`config.mk`:
```
export PLATFORM = sky130hd
export DESIGN_NAME = x_count_scheduler
export DESIGN_NICKNAME = d
export VERILOG_FILES = /design/src/rtl/x_count_scheduler.sv
export SDC_FILE = /design/constraint.sdc
export NUM_CORES = 1
export LEC_CHECK = 0
export CAP_MARGIN = 25
export CORE_ASPECT_RATIO = 0.9
export CORE_MARGIN = 2
export CORE_UTILIZATION = 50
export DETAILED_ROUTE_END_ITERATION = 16
export GPL_TIMING_DRIVEN = 0
export MAX_ROUTING_LAYER = met4
export PLACE_DENSITY_LB_ADDON = 0.25
export SLEW_MARGIN = 20
export SYNTH_ARGS = -nofsm -noshare
export SYNTH_HDL_FRONTEND = slang
export SYNTH_SLANG_ARGS = --single-unit
```
`constraint.sdc`:
```
create_clock -name clk -period 3.3 [get_ports clk]
set_input_delay 0.66 -clock clk [delete_from_list [all_inputs] [get_ports clk]]
set_output_delay 0.66 -clock clk [all_outputs]
set_load 0.01 [all_outputs]
```
`src/rtl/x_count_scheduler.sv`:
```
// -----------------------------------------------------------------------------
// x_count_scheduler
//   Round-robin scheduler that shares one external 4-state x-pulse counter
//   among NREQ requesters. The winner gets the grant. The counter is cleared
//   for one cycle, and then the owner's x strobe is routed to it. When the
//   counter raises its terminal flag (cnt_y), the owner receives a one-cycle
//   done pulse. A per-tenure cycle limit forces a release when an owner stalls.
//
// Ports
//   clk          rising-edge clock
//   rst          synchronous, active-high reset
//   req          per-requester level request, held until done/abort
//   x_in         per-requester event strobe
//   cnt_y        terminal flag from the shared counter
//   cnt_x        owner's strobe, forwarded to the counter (RUN only)
//   cnt_clr      synchronous clear to the shared counter
//   gnt          one-hot grant, zero when idle
//   done         one-cycle completion pulse to the owner
//   busy         high in every state except IDLE
//   timeout_err  one-cycle pulse on forced release
// -----------------------------------------------------------------------------
module x_count_scheduler #(
  parameter int NREQ    = 4,
  parameter int TIMEOUT = 15
) (
  input  logic            clk,
  input  logic            rst,
  input  logic [NREQ-1:0] req,
  input  logic [NREQ-1:0] x_in,
  input  logic            cnt_y,
  output logic            cnt_x,
  output logic            cnt_clr,
  output logic [NREQ-1:0] gnt,
  output logic [NREQ-1:0] done,
  output logic            busy,
  output logic            timeout_err
);

  localparam int OW = (NREQ > 1) ? $clog2(NREQ) : 1;
  localparam int TW = $clog2(TIMEOUT + 1);

  localparam logic [NREQ-1:0] ONE     = {{(NREQ-1){1'b0}}, 1'b1};
  localparam logic [TW-1:0]   TMR_END = TW'(TIMEOUT - 1);

  typedef enum logic [1:0] {
    S_IDLE,
    S_CLR,
    S_RUN,
    S_DONE
  } state_t;

  state_t          state;
  logic [OW-1:0]   owner;
  logic [TW-1:0]   tmr;
  logic [OW-1:0]   pick;

  // Round-robin search starting just after the current owner. The loop runs
  // from the farthest candidate to the nearest, so the nearest requester
  // overwrites the others and wins. This puts the requester just served last.
  // NOTE: 'pick' gets a default before the loop so that no path leaves it
  // unassigned; without that default, a latch would be inferred.
  always_comb begin
    pick = owner;
    for (int i = NREQ; i >= 1; i--) begin
      int idx;
      idx = (int'(owner) + i) % NREQ;
      if (req[OW'(idx)]) pick = OW'(idx);
    end
  end

  // The strobe mux is the only combinational output. It must follow x_in in the
  // same cycle so that the counter sees each owner pulse exactly once.
  assign cnt_x = (state == S_RUN) ? x_in[owner] : 1'b0;

  // State, owner, timer and all remaining outputs are updated together. Each
  // output therefore describes the state that is entered at the same edge.
  // NOTE: sequential state uses non-blocking assignments only, so every
  // right-hand side reads the value from before the edge.
  always_ff @(posedge clk) begin
    // NOTE: the reset is synchronous. It is sampled on the clock edge like any
    // other input, so it does not appear in the sensitivity list.
    if (rst) begin
      state       <= S_IDLE;
      owner       <= OW'(NREQ - 1);
      tmr         <= '0;
      gnt         <= '0;
      done        <= '0;
      busy        <= 1'b0;
      cnt_clr     <= 1'b0;
      timeout_err <= 1'b0;
    end else begin
      // Pulse outputs default low and are raised only on their transitions.
      done        <= '0;
      cnt_clr     <= 1'b0;
      timeout_err <= 1'b0;

      unique case (state)
        S_IDLE: begin
          if (|req) begin
            owner   <= pick;
            gnt     <= ONE << pick;
            busy    <= 1'b1;
            cnt_clr <= 1'b1;
            state   <= S_CLR;
          end
        end

        // cnt_y is ignored here because the counter is being cleared.
        S_CLR: begin
          tmr   <= '0;
          state <= S_RUN;
        end

        // Completion takes priority over abort and timeout. A requester that
        // finishes in its last allowed cycle therefore still gets its done.
        S_RUN: begin
          tmr <= tmr + 1'b1;
          if (cnt_y) begin
            done  <= gnt;
            state <= S_DONE;
          end else if (!req[owner]) begin
            gnt   <= '0;
            busy  <= 1'b0;
            state <= S_IDLE;
          end else if (tmr == TMR_END) begin
            gnt         <= '0;
            busy        <= 1'b0;
            timeout_err <= 1'b1;
            state       <= S_IDLE;
          end
        end

        S_DONE: begin
          gnt   <= '0;
          busy  <= 1'b0;
          state <= S_IDLE;
        end

        default: begin
          gnt   <= '0;
          busy  <= 1'b0;
          state <= S_IDLE;
        end
      endcase
    end
  end

endmodule

```
==> metrics <==
clk slew on worst S/H paths 0.11 ns; highest-count cells in the layout ignoring fill and taps clkdlybuf4s50_1 (21), dfxtp_1 (19), nand2_1 (11); die area 2440 sq um; post-layout instance area 1300 sq um; H-tree levels 1; GP Congestion a little under 0.8; unique cell type count in the Yosys netlist 37; Slew @ Worst Pin 0.399 ns; starting density of the core 0.533; routed length per placed instance roughly 12 um; Slew headroom 0.734; sequential area share after synthesis 0.369; first drt pass iteration count 4; Resized cells post-CTS 0; first-pass GRT wire length between 3 and 4 mm; Peak Freq 0.353 GHz; Final Hold Viols 0; initial antenna violation count 0; Final #Nets 153; status finished, final reports clean; Root Buffer clkbuf_4; pre-CTS setup slack 0.456 ns; CP Launch Type input port; vias in the first global route 788; Avg Inst Size Synth 9.46 sq um; IO Count 23; Worst Path Max Fanout 1; Die Ht 47.1 um; latest clock arrival within the worst-skew pair slightly above 0.3 ns; Core Area 1930 sq um; Net Count, Synth ~130; Post-Syn Area 1030 sq um; IO buf count 21; Setup Crit Path Kind in2out; gr usage total 0.188; First DRT Iteration DRCs 13; largest net degree at the start of global routing 12; CTS Buffer Depth 2; cell row count 15; CTS tree yes; Hold Slack 0.469 ns; share of cells above drive strength 1 0.112; Worst EP required approximately 2.6 ns; RSZ-0062 raised after global routing no; remaining global-route overflow 0; final setup vio count 0; Max Cap Violations 0; Final period util 0.859; Max VDD drop around 300 uV; Mapped Cells 109; PD cells 458 nW/um^2; final setup margin 0.465 ns; Post-DP HPWL 1.57 mm; via count around 860; Critical Path Sink Type output port; Post-DRT Antenna Nets 0; Hold-fix buffers, CTS 0; die width 51.9 um; #FFs+latches synth 19; Vias/cell 5.40; final slew viol count 0; leak pwr 0.531 nW; synth warn 0; final wirelength 1.98 mm; CP arrival 2.17 ns; antenna fix cells 0; most common cell after layout, fill and taps aside clkdlybuf4s50_1; Worst Skew 0.00588 ns; placed cell areas 1270 sq um; Fin Setup TNS 0 ns; post-route DRC violation count 0; hold crit path type reg2reg; Clock Sinks 19; clock buffer count from CTS 3; post-layout min period 2.83 ns; total setup buffers inserted after CTS 0; growth of design area from synthesis to finish 26.1%
[critical path: stages]
cell and delay (ns):
clkdlybuf4s50_1 0.40, mux4_1 0.48, and2_1 0.17, clkdlybuf4s50_1 0.47
[layer usage]
| layer | vias to the layer above | wire [um] | share of wire | GRT usage |
|---|---|---|---|---|
| li1 | 441 | - | - | - |
| met1 | 396 | 849 | 0.43 | 0.199 |
| met2 | 17 | 1030 | 0.52 | 0.339 |
| met3 | 4 | 84 | 0.042 | 0.0573 |
| met4 | 0 | 19 | 0.0096 | 0.0632 |
| met5 | - | 0 | 0 | - |
[power breakdown]
| group | leakage (nW) | switching (W) | total (W) | internal, W |
|---|---|---|---|---|
| combinational | 0.358 | 0.000105 | 0.000208 | 0.000103 |
| sequential | 0.155 | 0.0000143 | 0.000267 | 0.000252 |
| clock | 0.0177 | 0.0000749 | 0.000120 | 0.0000453 |
| total | 0.531 | 0.000194 | 0.000595 | 0.000401 |
[flip-flops by register name, summed over array words and instances (netlist names)]
name         cells
done             4
gnt              4
tmr              4
owner            2
state            2
busy             1
cnt_clr          1
timeout_err      1
[Yosys cell counts]
| cell | count | area [sq um] |
|---|---|---|
| o22a_4 | 1 | 17.5 |
| nor2b_1 | 1 | 6.26 |
| nand2b_2 | 1 | 8.76 |
| buf_6 | 2 | 22.5 |
| a31o_1 | 1 | 8.76 |
| nand2b_1 | 3 | 18.8 |
| mux4_1 | 1 | 26.3 |
| o21ai_2 | 1 | 8.76 |
| o311a_1 | 1 | 10.0 |
| a21oi_1 | 7 | 35.0 |
| nor2_1 | 5 | 18.8 |
| clkbuf_1 | 2 | 7.51 |
| nor3_1 | 2 | 10.0 |
| nand3_1 | 6 | 30.0 |
| buf_8 | 1 | 15.0 |
| mux2i_1 | 2 | 20.0 |
| o211ai_1 | 3 | 22.5 |
| o21a_1 | 1 | 7.51 |
| nand2_1 | 11 | 41.3 |
| o21ai_1 | 2 | 10.0 |
| and2_1 | 1 | 6.26 |
| inv_2 | 1 | 3.75 |
| o31ai_1 | 2 | 15.0 |
| o21ai_0 | 2 | 10.0 |
| a221oi_4 | 1 | 26.3 |
| nor4_1 | 2 | 12.5 |
| or3_1 | 2 | 12.5 |
| ha_1 | 7 | 87.6 |
| o211ai_4 | 1 | 21.3 |
| inv_1 | 7 | 26.3 |
| and3_1 | 5 | 31.3 |
| o31ai_2 | 1 | 12.5 |
| nand4b_1 | 1 | 8.76 |
| nor4b_1 | 1 | 8.76 |
| dfxtp_1 | 19 | 380 |
| nand2b_4 | 1 | 13.8 |
| o41ai_1 | 1 | 8.76 |
[through the flow]
step / utilization / power (W) / cells
final: 0.672 / 0.000595 / 159
after global routing: 0.672 / 0.000629 / 159
after CTS: 0.672 / 0.000598 / 159
after detailed placement: 0.658 / 0.000481 / 155
after global placement: 0.658 / 0.000473 / 155
after floorplan: - / 0.000412 / 109
[final timing paths]
| path | start | endpoint | slack (ns) | cells past startpoint |
|---|---|---|---|---|
| worst max-delay path | x_in[2] | cnt_x | 0.47 | 4 |
| worst min-delay path | busy | busy | 0.47 | 2 |
| worst max register to register | state[0] | gnt[3] | 1.36 | 7 |
| worst min register to register | busy | busy | 0.47 | 2 |
[layout make-up]
| class | instances | area, sq um |
|---|---|---|
| well taps | 25 | 31.3 |
| clock buffers | 3 | 22.5 |
| multi-input cells | 77 | 576 |
| flip-flops and latches | 19 | 380 |
| fillers | 153 | 633 |
| inverters | 8 | 30.0 |
| plain buffers | 5 | 45.0 |
| clock inverters | 1 | 5.00 |
| repair buffers | 21 | 210 |
[logic make-up (layout without fill, tap and decap cells)]
| kind of cell | Yosys count | after routing | share of synthesized area |
|---|---|---|---|
| buffers and inverters | 13 | 38 | 0.0728 |
| DFF | 19 | 19 | 0.369 |
| AOI/OAI and AO/OA | 25 | 25 | 0.208 |
| and+or+nand+nor | 42 | 42 | 0.221 |
| adders and majority gates | 7 | 7 | 0.0849 |
| muxes | 3 | 3 | 0.0449 |
(Power assumes the default switching activity.)
